==> src/rtl/uart_img_rx_if.sv <==
// Pixel stream from the UART image receiver into the mnist input port,
// together with the frame status strobes.
interface uart_img_rx_if;
  logic [7:0] img_dout;
  logic       dout_vld;
  logic       frame_done;
  logic       frame_err;
  logic       busy;

  modport master (
    output img_dout,
    output dout_vld,
    output frame_done,
    output frame_err,
    output busy
  );

  modport slave (
    input img_dout,
    input dout_vld,
    input frame_done,
    input frame_err,
    input busy
  );
endinterface

==> src/rtl/uart_img_rx.sv <==
// 8N1 UART receiver that frames IMG_PIXELS bytes into one image and streams
// them pixel by pixel, discarding partial frames on line errors or stalls.
module uart_img_rx #(
  parameter int CLK_FREQ    = 50_000_000,
  parameter int BAUD        = 115200,
  parameter int IMG_PIXELS  = 784,
  parameter int GAP_TIMEOUT = 5_000_000
) (
  input  logic          clk,
  input  logic          rst_n,
  input  logic          uart_rxd,
  uart_img_rx_if.master img
);

  localparam int BAUD_DIV = CLK_FREQ / BAUD;
  localparam int CNT_W    = (BAUD_DIV > 2) ? $clog2(BAUD_DIV) : 1;
  localparam int GAP_W    = (GAP_TIMEOUT > 2) ? $clog2(GAP_TIMEOUT) : 1;

  localparam logic [CNT_W-1:0] HALF_LAST = CNT_W'(BAUD_DIV / 2 - 1);
  localparam logic [CNT_W-1:0] BIT_LAST  = CNT_W'(BAUD_DIV - 1);
  localparam logic [GAP_W-1:0] GAP_LAST  = GAP_W'(GAP_TIMEOUT - 1);
  localparam logic [9:0]       PIX_LAST  = 10'(IMG_PIXELS - 1);

  localparam logic [2:0] ST_IDLE      = 3'd0;
  localparam logic [2:0] ST_START     = 3'd1;
  localparam logic [2:0] ST_DATA      = 3'd2;
  localparam logic [2:0] ST_STOP      = 3'd3;
  localparam logic [2:0] ST_WAIT_IDLE = 3'd4;

  logic [1:0]       sync_r;
  logic             rxd_s;
  logic [2:0]       state_r;
  logic [CNT_W-1:0] baud_cnt_r;
  logic [2:0]       bit_idx_r;
  logic [7:0]       shift_r;
  logic [9:0]       pix_cnt_r;
  logic [GAP_W-1:0] gap_cnt_r;
  logic [7:0]       img_dout_r;
  logic             dout_vld_r;
  logic             frame_done_r;
  logic             frame_err_r;
  logic             busy_r;

  assign rxd_s = sync_r[1];

  // Two-flop synchronizer for the asynchronous serial line, idling high.
  always_ff @(posedge clk or negedge rst_n) begin
    if (!rst_n) begin
      sync_r <= 2'b11;
    end else begin
      sync_r <= {sync_r[0], uart_rxd};
    end
  end

  // Bit-level receive FSM, pixel framing and partial-frame gap timer.
  always_ff @(posedge clk or negedge rst_n) begin
    if (!rst_n) begin
      state_r      <= ST_IDLE;
      baud_cnt_r   <= '0;
      bit_idx_r    <= 3'd0;
      shift_r      <= 8'h00;
      pix_cnt_r    <= 10'd0;
      gap_cnt_r    <= '0;
      img_dout_r   <= 8'h00;
      dout_vld_r   <= 1'b0;
      frame_done_r <= 1'b0;
      frame_err_r  <= 1'b0;
      busy_r       <= 1'b0;
    end else begin
      dout_vld_r   <= 1'b0;
      frame_done_r <= 1'b0;
      frame_err_r  <= 1'b0;
      case (state_r)
        ST_IDLE: begin
          baud_cnt_r <= '0;
          if (!rxd_s) begin
            state_r   <= ST_START;
            gap_cnt_r <= '0;
          end else if (pix_cnt_r != 10'd0) begin
            // A stalled host must not leave the core holding half an image.
            if (gap_cnt_r == GAP_LAST) begin
              pix_cnt_r   <= 10'd0;
              busy_r      <= 1'b0;
              frame_err_r <= 1'b1;
              gap_cnt_r   <= '0;
            end else begin
              gap_cnt_r <= gap_cnt_r + GAP_W'(1);
            end
          end else begin
            gap_cnt_r <= '0;
          end
        end
        ST_START: begin
          if (baud_cnt_r == HALF_LAST) begin
            baud_cnt_r <= '0;
            if (!rxd_s) begin
              state_r   <= ST_DATA;
              bit_idx_r <= 3'd0;
            end else begin
              state_r <= ST_IDLE;
            end
          end else begin
            baud_cnt_r <= baud_cnt_r + CNT_W'(1);
          end
        end
        ST_DATA: begin
          if (baud_cnt_r == BIT_LAST) begin
            baud_cnt_r         <= '0;
            shift_r[bit_idx_r] <= rxd_s;
            if (bit_idx_r == 3'd7) begin
              state_r <= ST_STOP;
            end else begin
              bit_idx_r <= bit_idx_r + 3'd1;
            end
          end else begin
            baud_cnt_r <= baud_cnt_r + CNT_W'(1);
          end
        end
        ST_STOP: begin
          if (baud_cnt_r == BIT_LAST) begin
            baud_cnt_r <= '0;
            if (rxd_s) begin
              state_r    <= ST_IDLE;
              img_dout_r <= shift_r;
              dout_vld_r <= 1'b1;
              gap_cnt_r  <= '0;
              if (pix_cnt_r == PIX_LAST) begin
                pix_cnt_r    <= 10'd0;
                busy_r       <= 1'b0;
                frame_done_r <= 1'b1;
              end else begin
                pix_cnt_r <= pix_cnt_r + 10'd1;
                busy_r    <= 1'b1;
              end
            end else begin
              state_r     <= ST_WAIT_IDLE;
              pix_cnt_r   <= 10'd0;
              busy_r      <= 1'b0;
              frame_err_r <= 1'b1;
            end
          end else begin
            baud_cnt_r <= baud_cnt_r + CNT_W'(1);
          end
        end
        ST_WAIT_IDLE: begin
          // Break conditions hold the line low; resume only once it idles.
          if (rxd_s) begin
            state_r <= ST_IDLE;
          end else begin
            state_r <= ST_WAIT_IDLE;
          end
        end
        default: begin
          state_r <= ST_IDLE;
        end
      endcase
    end
  end

  assign img.img_dout   = img_dout_r;
  assign img.dout_vld   = dout_vld_r;
  assign img.frame_done = frame_done_r;
  assign img.frame_err  = frame_err_r;
  assign img.busy       = busy_r;

endmodule
==> src/flat_wrapper.sv <==
// flat-port wrapper written by rule: the top's interface ports become plain ports
module uart_img_rx_flat 
#(
  parameter int CLK_FREQ    = 50_000_000,
  parameter int BAUD        = 115200,
  parameter int IMG_PIXELS  = 784,
  parameter int GAP_TIMEOUT = 5_000_000
)
  (clk, rst_n, uart_rxd, img_img_dout, img_dout_vld, img_frame_done, img_frame_err, img_busy);
  uart_img_rx_if img_i ();
  input  logic clk;
  input  logic rst_n;
  input  logic uart_rxd;
  output wire logic [$bits(img_i.img_dout)-1:0] img_img_dout;
  output wire logic [$bits(img_i.dout_vld)-1:0] img_dout_vld;
  output wire logic [$bits(img_i.frame_done)-1:0] img_frame_done;
  output wire logic [$bits(img_i.frame_err)-1:0] img_frame_err;
  output wire logic [$bits(img_i.busy)-1:0] img_busy;
  assign img_img_dout = img_i.img_dout;
  assign img_dout_vld = img_i.dout_vld;
  assign img_frame_done = img_i.frame_done;
  assign img_frame_err = img_i.frame_err;
  assign img_busy = img_i.busy;
  uart_img_rx #(.CLK_FREQ(CLK_FREQ), .BAUD(BAUD), .IMG_PIXELS(IMG_PIXELS), .GAP_TIMEOUT(GAP_TIMEOUT)) u_core (.clk(clk), .rst_n(rst_n), .uart_rxd(uart_rxd), .img(img_i));
endmodule
==> config.mk <==
export PLATFORM = sky130hd
export DESIGN_NAME = uart_img_rx_flat
export DESIGN_NICKNAME = d
export VERILOG_FILES = /design/src/rtl/uart_img_rx_if.sv /design/src/rtl/uart_img_rx.sv /design/src/flat_wrapper.sv
export SDC_FILE = /design/constraint.sdc
export NUM_CORES = 1
export LEC_CHECK = 0
export ABC_AREA = 0
export CORE_ASPECT_RATIO = 0.7
export CORE_MARGIN = 10
export CORE_UTILIZATION = 55
export CTS_CLUSTER_DIAMETER = 80
export DETAILED_ROUTE_END_ITERATION = 10
export GPL_TIMING_DRIVEN = 1
export PLACE_DENSITY_LB_ADDON = 0.08
export SYNTH_ARGS = -nofsm -noshare
export SYNTH_HDL_FRONTEND = slang
export SYNTH_SLANG_ARGS = --single-unit
==> constraint.sdc <==
create_clock -name clk -period 2.4 [get_ports clk]
set_clock_uncertainty 0.2 [all_clocks]
set_input_delay 0.6 -clock clk [delete_from_list [all_inputs] [get_ports clk]]
set_output_delay 0.6 -clock clk [all_outputs]
set_load 0.01 [all_outputs]
=== After elaboration in Yosys (flattened, before gate mapping) ===
Cells that the tools add are included.

* Input port bits: 3
* Register bits: 70
* Memory bits (writable): 0
* Memories kept: 0
* ROM bits: 0
* Bits in latches: 0
* Word-level logic and storage cells: 103

* Div/mod/pow operators: 0
* Bitwise gates (word level): 0
* Shifts and indexed selects: 0
* Multiplexer cells: 52
* Multiply operators: 0
* $add $sub $neg: 4
* Reduce and logical (&&, ||, !) cells: 13
* Eq/ne operators: 20
* $lt $le $gt $ge: 2

{| class="wikitable"
|+ Operator list
! operator !! number
|-
| two-way mux 23 bit || 5
|-
| two-way mux 10 bit || 6
|-
| one-hot mux 23 bit (2 select lines) || 1
|-
| two-way mux 3 bit || 10
|-
| one-hot mux 9 bit (3 select lines) || 1
|-
| adder 23 x 1 -> 23 bit, second input constant || 1
|-
| equality test 23 bit, second input constant || 1
|-
| one-hot mux 10 bit (2 select lines) || 1
|-
| two-way mux 1 bit || 19
|-
| two-way mux 9 bit || 2
|-
| != test 2 x 1 -> 1 bit, second input constant || 8
|-
| one-hot mux 3 bit (5 select lines) || 1
|-
| AND reduction 5 bit || 3
|-
| adder 10 x 1 -> 10 bit, second input constant || 1
|-
| equality test 10 bit, second input constant || 1
|-
| nonzero test 10 bit || 1
|-
| adder 9 x 1 -> 9 bit, second input constant || 1
|-
| equality test 9 x 8 -> 1 bit, second input constant || 1
|-
| equality test 9 bit, second input constant || 1
|-
| bitwise mux 8 bit || 1
|-
| equality test 3 x 2 -> 1 bit, second input constant || 2
|-
| equality test 3 bit, second input constant || 2
|-
| != test 2 bit, second input constant || 3
|-
| one-hot mux 3 bit (2 select lines) || 1
|-
| other kinds (14) || 17
|}

=== Logic depth before layout (Yosys ltp) ===
Gate-level depths: netlist of the first run.

* Word-level depth: 5
* Mapped depth: 9
* Depth with buffers taken out: 7

=== Worst setup path after synthesis of the first run ===
No wires, ideal clock.

* Path type: reg2reg
* Start point: register u_core.gap_cnt_r[10]
* End point: register u_core.pix_cnt_r[0]
* Data arrival time: 1951 ps
* Data required time: 2075 ps
* Clock period less this slack: 2276 ps
* Path slack: 124 ps
* Stages on the path, launching flop included: 7
* Path through: dfrtp_1 > or4_4 > nor4_4 > nand4_4 > and2_4 > buf_6 > mux2_4

* Longest elaborated chain between the ends: 3

{| class="wikitable"
|+ Ends and longest elaborated chain
! element !! line !! source
|-
| start, declared || uart_img_rx.sv:37 || <nowiki>logic [GAP_W-1:0] gap_cnt_r;</nowiki>
|-
| start signal, assigned || uart_img_rx.sv:87 || <nowiki>gap_cnt_r <= gap_cnt_r + GAP_W'(1);</nowiki>
|-
| equality test 23 bit || uart_img_rx.sv:81 || <nowiki>if (gap_cnt_r == GAP_LAST) begin</nowiki>
|-
| != test 2 x 1 -> 1 bit (no source line) || -- ||
|-
| AND reduction 5 bit (no source line) || -- ||
|-
| end signal, assigned || uart_img_rx.sv:132 || <nowiki>pix_cnt_r <= pix_cnt_r + 10'd1;</nowiki>
|-
| end, declared || uart_img_rx.sv:36 || <nowiki>logic [9:0] pix_cnt_r;</nowiki>
|}

No other way between the ends.
A chain may end at the register's enable or synchronous reset.

=== Final worst setup path of the first run ===
* Start point: register u_core.gap_cnt_r[0]
* End point: register u_core.gap_cnt_r[16]

* Longest elaborated chain between the ends: 5
* Elaborated cells on any way between the ends: 6
* Those cells by class: add/sub (1); eq/ne (1); mux (4)

{| class="wikitable"
|+ Ends and longest elaborated chain
! element !! line !! source
|-
| adder 23 x 1 -> 23 bit / equality test 23 bit (equally long branches) || uart_img_rx.sv:87, uart_img_rx.sv:81 ||
|-
| two-way mux 23 bit (*) || uart_img_rx.sv:81 ||
|-
| two-way mux 23 bit (*) || uart_img_rx.sv:79 || <nowiki>end else if (pix_cnt_r != 10'd0) begin</nowiki>
|-
| two-way mux 23 bit (*) || uart_img_rx.sv:76 || <nowiki>if (!rxd_s) begin</nowiki>
|-
| one-hot mux 23 bit (2 select lines) (*) || uart_img_rx.sv:73 || <nowiki>case (state_r)</nowiki>
|}

Every way passes the cells marked *; elsewhere a longest branch is shown, timed or not.

==> out/metrics.yaml, run 1 <==
slew_headroom: 0.6043
path_class: "flop to flop"
grt-ovfl-total: 0
cts-htree-levels: 3
ios: 15
die_h_um: 91.18
p_seq_frac: 0.512
min_period_over_period: 0.9374
finalWeightedCongestion: 0.9039
ys_types: 63
fin_util: 0.6767
max_slew.worst_pin.slew_ns: 0.5935
outcome: "complete, no violations"
cp_data_arrival_time_ns: 2.34
drt-pass1-iter-count: 5
worst_ep_required_time_ns: 2.50
n_fill_cell: 547
syn_area_per_cell_um2: 9.950
numCtsBuffers: 9
max_freq_mhz: 444.5
dr.first_iter.drc_count: 354
drive_gt1_frac: 0.1818
netSwitchingPower_mw: 0.5309
layout.cells.most_common: "dfrtp_1"
coreArea_mm2: 0.006882
final_antenna_net_count: 0
post-place-ws_ns: 0.1517
nets: 446
start_util: 0.5784
worstSkewPairLatency_ns: 0.36
yosysWarnings: 0
die_width_um: 121.7
flow.area_growth_from_synthesis_pct: 17.01
report.final.hold_viol_count: 0
classification_of_the_worst_slack_hold_path: "input pin to async pin"
min_period_ns: 2.250
tritoncts: "built"
dominantRegCellSynth: "dfrtp_1"
cts_buffer_depth: 2
detail_route.wirelength_mm: 9.614
synthArstFlopShare: 1.000
intPower_mw: 1.781
setup_viol_count_final: 0
numClockSinks: 70
p_total_mw: 2.312
cts.clk_slew.worst_paths_ns: 0.08
drc: 0
count_of_pins_over_their_slew_limit: 0
power_per_cell_area_mw_per_mm2: 496.4
tightest_hold_margin_ns: 0.03867
fp-row-count: 25
postSynthNetCount: 411
antenna_violations_before_repair: 0
multiInputGateArea_mm2: 0.002111
max-vdd-ir-drop_v: 0.0003178
dp.final_hpwl_mm: 6.733
end_kind: "flop"
power_leakage_nw: 2.001
final_cell_mix: "dfrtp_1, nand2_1, buf_4"
worstSetupStartpointType: "flop"
n_antenna_cell: 0
highest_net_fanout_along_the_worst_path: 6
grt_pass1_wl_mm: 16.53
grt_start_max_net_pins: 25
portBuffers: 14
number_of_storage_elements_in_the_synthesis_netlist: 70
synthesis.area_mm2: 0.003980
average_via_count_per_standard_cell: 6.330
post_synth_edffs: 0
p_clk_frac: 0.471
grt_usage: 0.1808
final_setup_tns_ns: 0
via_count: 3380
pwr-share-comb: 0.018
first_global_vias: 3190
worst_setup_slack_final_ns: 0.1504
post_drt_wl_per_cell_um: 18.00
timing.max_cap.violations: 0
die_ar_mm2: 0.01109
post_synthesis_sequential_area_ratio: 0.4407
postSynthCellCount: 400
worstRegToRegCells: 8
clock_root_buffer: "clkbuf_8"
power.share.switching: 0.2297
regArea_mm2: 0.001755
## per-stage QoR
stage                     instances  instance area [um2]
after CTS                       533                 4626
after floorplan                 400                 3980
after global placement          517                 4404
after detailed placement        517                 4404
after global routing            534                 4657
final                           534                 4657
## cell usage after synthesis (all sizes together), types with 11 or more instances
library cell / count / area, um2
and3: 17 / 106.4
clkbuf: 12 / 45.04
dfrtp: 68 / 1702
inv: 11 / 41.29
mux2: 20 / 229.0
nand2: 40 / 150.1
nand3: 19 / 95.09
nand4: 12 / 90.09
nor2: 21 / 78.83
nor3: 11 / 60.06
nor3b: 15 / 112.6
o21ai: 15 / 75.07
## kinds of logic (layout without fill, tap and decap cells)
logic type / after synthesis / in the layout / share of synthesized area
buffers and inverters: 31 / 71 / 0.03458
multiplexers: 20 / 20 / 0.05753
AO/OA/AOI/OAI: 84 / 84 / 0.1635
AND/OR/NAND/NOR: 184 / 184 / 0.2719
XOR/XNOR: 3 / 3 / 0.006603
adder cells (fa/ha/maj): 8 / 8 / 0.02515
flip-flops: 70 / 70 / 0.4407
## layer usage
metal / wire length, um / vias to the layer above / track usage
met3: 593 / 9 / 0.05257
met4: 103 / 0 / 0.05248
met1: 4769 / 1654 / 0.2639
met2: 4147 / 119 / 0.2500
li1: - / 1598 / -
met5: 0 / - / 0
## worst max-delay path: stages (launching register included)
cell	delay (ns)
dfrtp_1	0.41
ha_1	0.22
nand3_1	0.17
buf_4	0.20
nor4_1	0.28
buf_4	0.20
and3_1	0.19
nor3b_1	0.20
o21a_1	0.13
## final timing paths
| check | start | slack (ns) | to |
|---|---|---|---|
| max reg2reg | u_core.gap_cnt_r[0]$_DFFE_PN0P_ | 0.15 | u_core.gap_cnt_r[16]$_DFFE_PN0P_ |
| max in group asynchronous | rst_n | 1.40 | u_core.bit_idx_r[2]$_DFFE_PN0P_ |
| max | u_core.gap_cnt_r[0]$_DFFE_PN0P_ | 0.15 | u_core.gap_cnt_r[16]$_DFFE_PN0P_ |
| min in group clk | u_core.sync_r[0]$_DFF_PN1_ | 0.18 | u_core.sync_r[1]$_DFF_PN1_ |
| min | rst_n | 0.04 | u_core.pix_cnt_r[6]$_DFFE_PN0P_ |
| min reg2reg | u_core.sync_r[0]$_DFF_PN1_ | 0.18 | u_core.sync_r[1]$_DFF_PN1_ |
## power groups by stage
stage,Sequential [mW],Clock [mW],Combinational [mW]
5_1_grt,1.18,1.16,0.0467
3_3_place_gp,1.21,0,0.0423
6_report,1.18,1.09,0.0410
2_1_floorplan,1.21,0,0.00413
4_1_cts,1.18,1.11,0.0427
3_5_place_dp,1.21,0,0.0429
## final cells by class
type,count,area share
Clock buffer,9,0.02660
Clock inverter,7,0.02096
Inverter,11,0.008866
Multi-Input combinational cell,299,0.4532
Sequential cell,70,0.3769
Tap cell,94,0.02526
Timing Repair Buffer,44,0.08812
## flip-flops by register name (all words and copies together) (netlist names)
register,count
u_core.gap_cnt_r,23
u_core.pix_cnt_r,10
u_core.baud_cnt_r,9
u_core.img.img_dout,8
u_core.shift_r,8
u_core.bit_idx_r,3
u_core.state_r,3
u_core.sync_r,2
u_core.img.busy,1
u_core.img.dout_vld,1
u_core.img.frame_done,1
u_core.img.frame_err,1
## repair_timing
item	4_1_cts	5_1_grt
setup endpoints to repair	0	21
buffers inserted	0	1
hold buffers	0	0
gates resized for setup	0	5
Note: power is estimated with default switching activity, not from simulation.
==> run 2, diff against run 1 <==
--- a/config.mk
+++ b/config.mk
@@ -7,7 +7,7 @@
 export LEC_CHECK = 0
 export ABC_AREA = 0
 export CORE_ASPECT_RATIO = 0.7
-export CORE_MARGIN = 10
+export CORE_MARGIN = 8
 export CORE_UTILIZATION = 55
 export CTS_CLUSTER_DIAMETER = 80
 export DETAILED_ROUTE_END_ITERATION = 10
@@ -16,3 +16,4 @@
 export SYNTH_ARGS = -nofsm -noshare
 export SYNTH_HDL_FRONTEND = slang
 export SYNTH_SLANG_ARGS = --single-unit
+export TNS_END_PERCENT = 30
==> run 2 against run 1 <==
  * Sequential share of layout area down 0.29 points
  * Clock power up 9%
  * Sequential power about the same
  * Non-clock buffer count up 1
  * Worst setup slack worse by 0.054 ns
  * Clock-buffer cell count unchanged
  * Register-to-register slack worse by 0.05 ns
  * Via count down 1.2%
  * First-iteration DRC count down 24%
  * Hold slack better by 0.017 ns
  * Critical path depth down 1
  * Highest routed layer unchanged
==> out/metrics.yaml, run 2 (synthesized netlist as in run 1, its figures left out) <==
final_antenna_net_count: 0  # unchanged
max_freq_mhz: 434.1  # -2.3%
fin_util: 0.6552  # -0.02148
finalWeightedCongestion: 0.8435  # -6.7%
regMostFlops: "u_core.gap_cnt_r"
start_util: 0.5561  # -0.02224
cts-htree-levels: 3  # unchanged
cp_top_family: "simple AND/OR/NAND/NOR gates"
coreArea_mm2: 0.007157  # +4.0%
drt-pass1-iter-count: 5  # unchanged
nets: 447  # +0.22%
grt_pass1_wl_mm: 15.71  # -4.9%
dr.first_iter.drc_count: 268  # -24%
grt_setup_unrepaired: "true"
numClockSinks: 70  # unchanged
ios: 15  # unchanged
biggest_cell_delay_along_the_critical_path_ns: 0.42  # about the same
report.final.hold_viol_count: 0  # unchanged
hold_buffers: 0  # unchanged
max_slew.worst_pin.slew_ns: 0.4574  # -0.1361 ns
setup_viol_count_final: 0  # unchanged
grt_start_max_net_pins: 71  # +180%
outcome: "complete, no violations"
fp-row-count: 26  # +4.0%
cp_data_arrival_time_ns: 2.34  # about the same
largest_register_ffs: 23  # unchanged
antenna_violations_before_repair: 0  # unchanged
cts_buffer_depth: 2  # unchanged
critPathSlowestCell: "dfrtp_1"
n_antenna_cell: 0  # unchanged
die_h_um: 87.18  # -4.4%
power_per_cell_area_mw_per_mm2: 513.9  # +3.5%
average_via_count_per_standard_cell: 6.199  # -2.1%
top_regs: "u_core.gap_cnt_r: 23 flops, u_core.pix_cnt_r: 10 flops, u_core.baud_cnt_r: 9 flops"
highest_net_fanout_along_the_worst_path: 5  # -1
min_period_over_period: 0.9599  # +0.02253
classification_of_the_worst_slack_hold_path: "input pin to async pin"
p_total_mw: 2.410  # +4.3%
detail_route.wirelength_mm: 9.231  # -4.0%
min_period_ns: 2.304  # +0.05407 ns
worst_ep_required_time_ns: 2.44  # -0.06 ns
numCtsBuffers: 9  # unchanged
worstSkewPairLatency_ns: 0.35  # about the same
via_count: 3341  # -1.2%
count_of_pins_over_their_slew_limit: 0  # unchanged
grt_usage: 0.1863  # +0.005525
final_cell_mix: "dfrtp_1, nand2_1, buf_4"
first_global_vias: 3087  # -3.2%
max-vdd-ir-drop_v: 0.0004011  # +26%
flow.area_growth_from_synthesis_pct: 17.82
post_drt_wl_per_cell_um: 17.13  # -4.9%
cp.buffers_inverters: 1  # -1
die_ar_mm2: 0.01026  # -7.5%
layout.cells.most_common: "dfrtp_1"
dp.final_hpwl_mm: 6.242  # -7.3%
drc: 0  # unchanged
path_depth: 7  # -1
path_class: "flop to flop"
power_leakage_nw: 2.020  # +0.99%
n_fill_cell: 584  # +6.8%
die_width_um: 117.7  # -3.3%
clock_root_buffer: "clkbuf_8"
cts.clk_slew.worst_paths_ns: 0.08  # about the same
worstSetupStartpointType: "flop"
grt-ovfl-total: 0  # unchanged
end_kind: "flop"
drive_gt1_frac: 0.1927  # +0.01093
worstRegToRegCells: 7  # -1
crit_chain: "inv_1, ha_1, and4bb_2, and2_1, nand4_1, nor3b_2, mux2_1"
tritoncts: "built"
portBuffers: 14  # unchanged
slew_headroom: 0.6908  # +0.08643
timing.max_cap.violations: 0  # unchanged
run 2: metal layers:
layer	global-route usage	vias to the layer above	part of all wire
met5	0	-	0
li1	-	1598	-
met2	0.2606	120	0.41
met1	0.2728	1612	0.51
met3	0.04793	11	0.070
met4	0.05671	0	0.0099
run 2: area by class of cell:
type | instances | area (um2) | area share
sequential | 70 | 1754 | 0.3741
timing repair buffer | 45 | 392.9 | 0.08378
multi-input combinational | 299 | 2133 | 0.4549
inverter | 11 | 41.29 | 0.008805
clock buffer | 9 | 123.9 | 0.02641
tap | 98 | 122.6 | 0.02615
clock inverter | 7 | 121.4 | 0.02588
run 2: what timing repair did:
action                     4_1_cts  5_1_grt
setup buffers                    0        1
setup endpoints to repair        0       15
resized for setup                0        9
run 2: report_power, final:
part | leakage (nW) | switching (mW) | internal (mW)
sequential | 0.957 | 0.00146 | 1.18
combinational | 0.940 | 0.0272 | 0.00777
clock | 0.124 | 0.496 | 0.696
total | 2.02 | 0.525 | 1.89
run 2: worst paths after layout:
path	startpoint	to	slack, ns
max	u_core.baud_cnt_r[1]$_DFFE_PN0P_	u_core.shift_r[3]$_DFFE_PN0P_	0.1
min	rst_n	u_core.pix_cnt_r[6]$_DFFE_PN0P_	0.06
max reg2reg	u_core.baud_cnt_r[1]$_DFFE_PN0P_	u_core.shift_r[3]$_DFFE_PN0P_	0.1
min reg2reg	u_core.sync_r[0]$_DFF_PN1_	u_core.sync_r[1]$_DFF_PN1_	0.16
max in group asynchronous	rst_n	u_core.sync_r[1]$_DFF_PN1_	1.59
min in group clk	u_core.sync_r[0]$_DFF_PN1_	u_core.sync_r[1]$_DFF_PN1_	0.16
run 2: worst reg2reg max path, delay by kind of cell (launching register included):
family                     cells  cell delay, ns
and+or+nand+nor                4            0.94
muxes                          1            0.34
buffers and inverters          1            0.09
adders and majority gates      1            0.19
DFF                            1            0.42
run 2: stage by stage:
step	setup slack, ns	instances	cell area, um2	hold slack [ns]	TNS [ns]
2_1_floorplan	0.1242	400	3980	0.1044	0
3_3_place_gp	0.09603	522	4392	0.1463	0
3_5_place_dp	0.08828	522	4392	0.1488	0
4_1_cts	0.06913	538	4637	0.07222	0
5_1_grt	-0.01586	539	4690	0.08365	-0.01688
6_report	0.09628	539	4690	0.05576	0
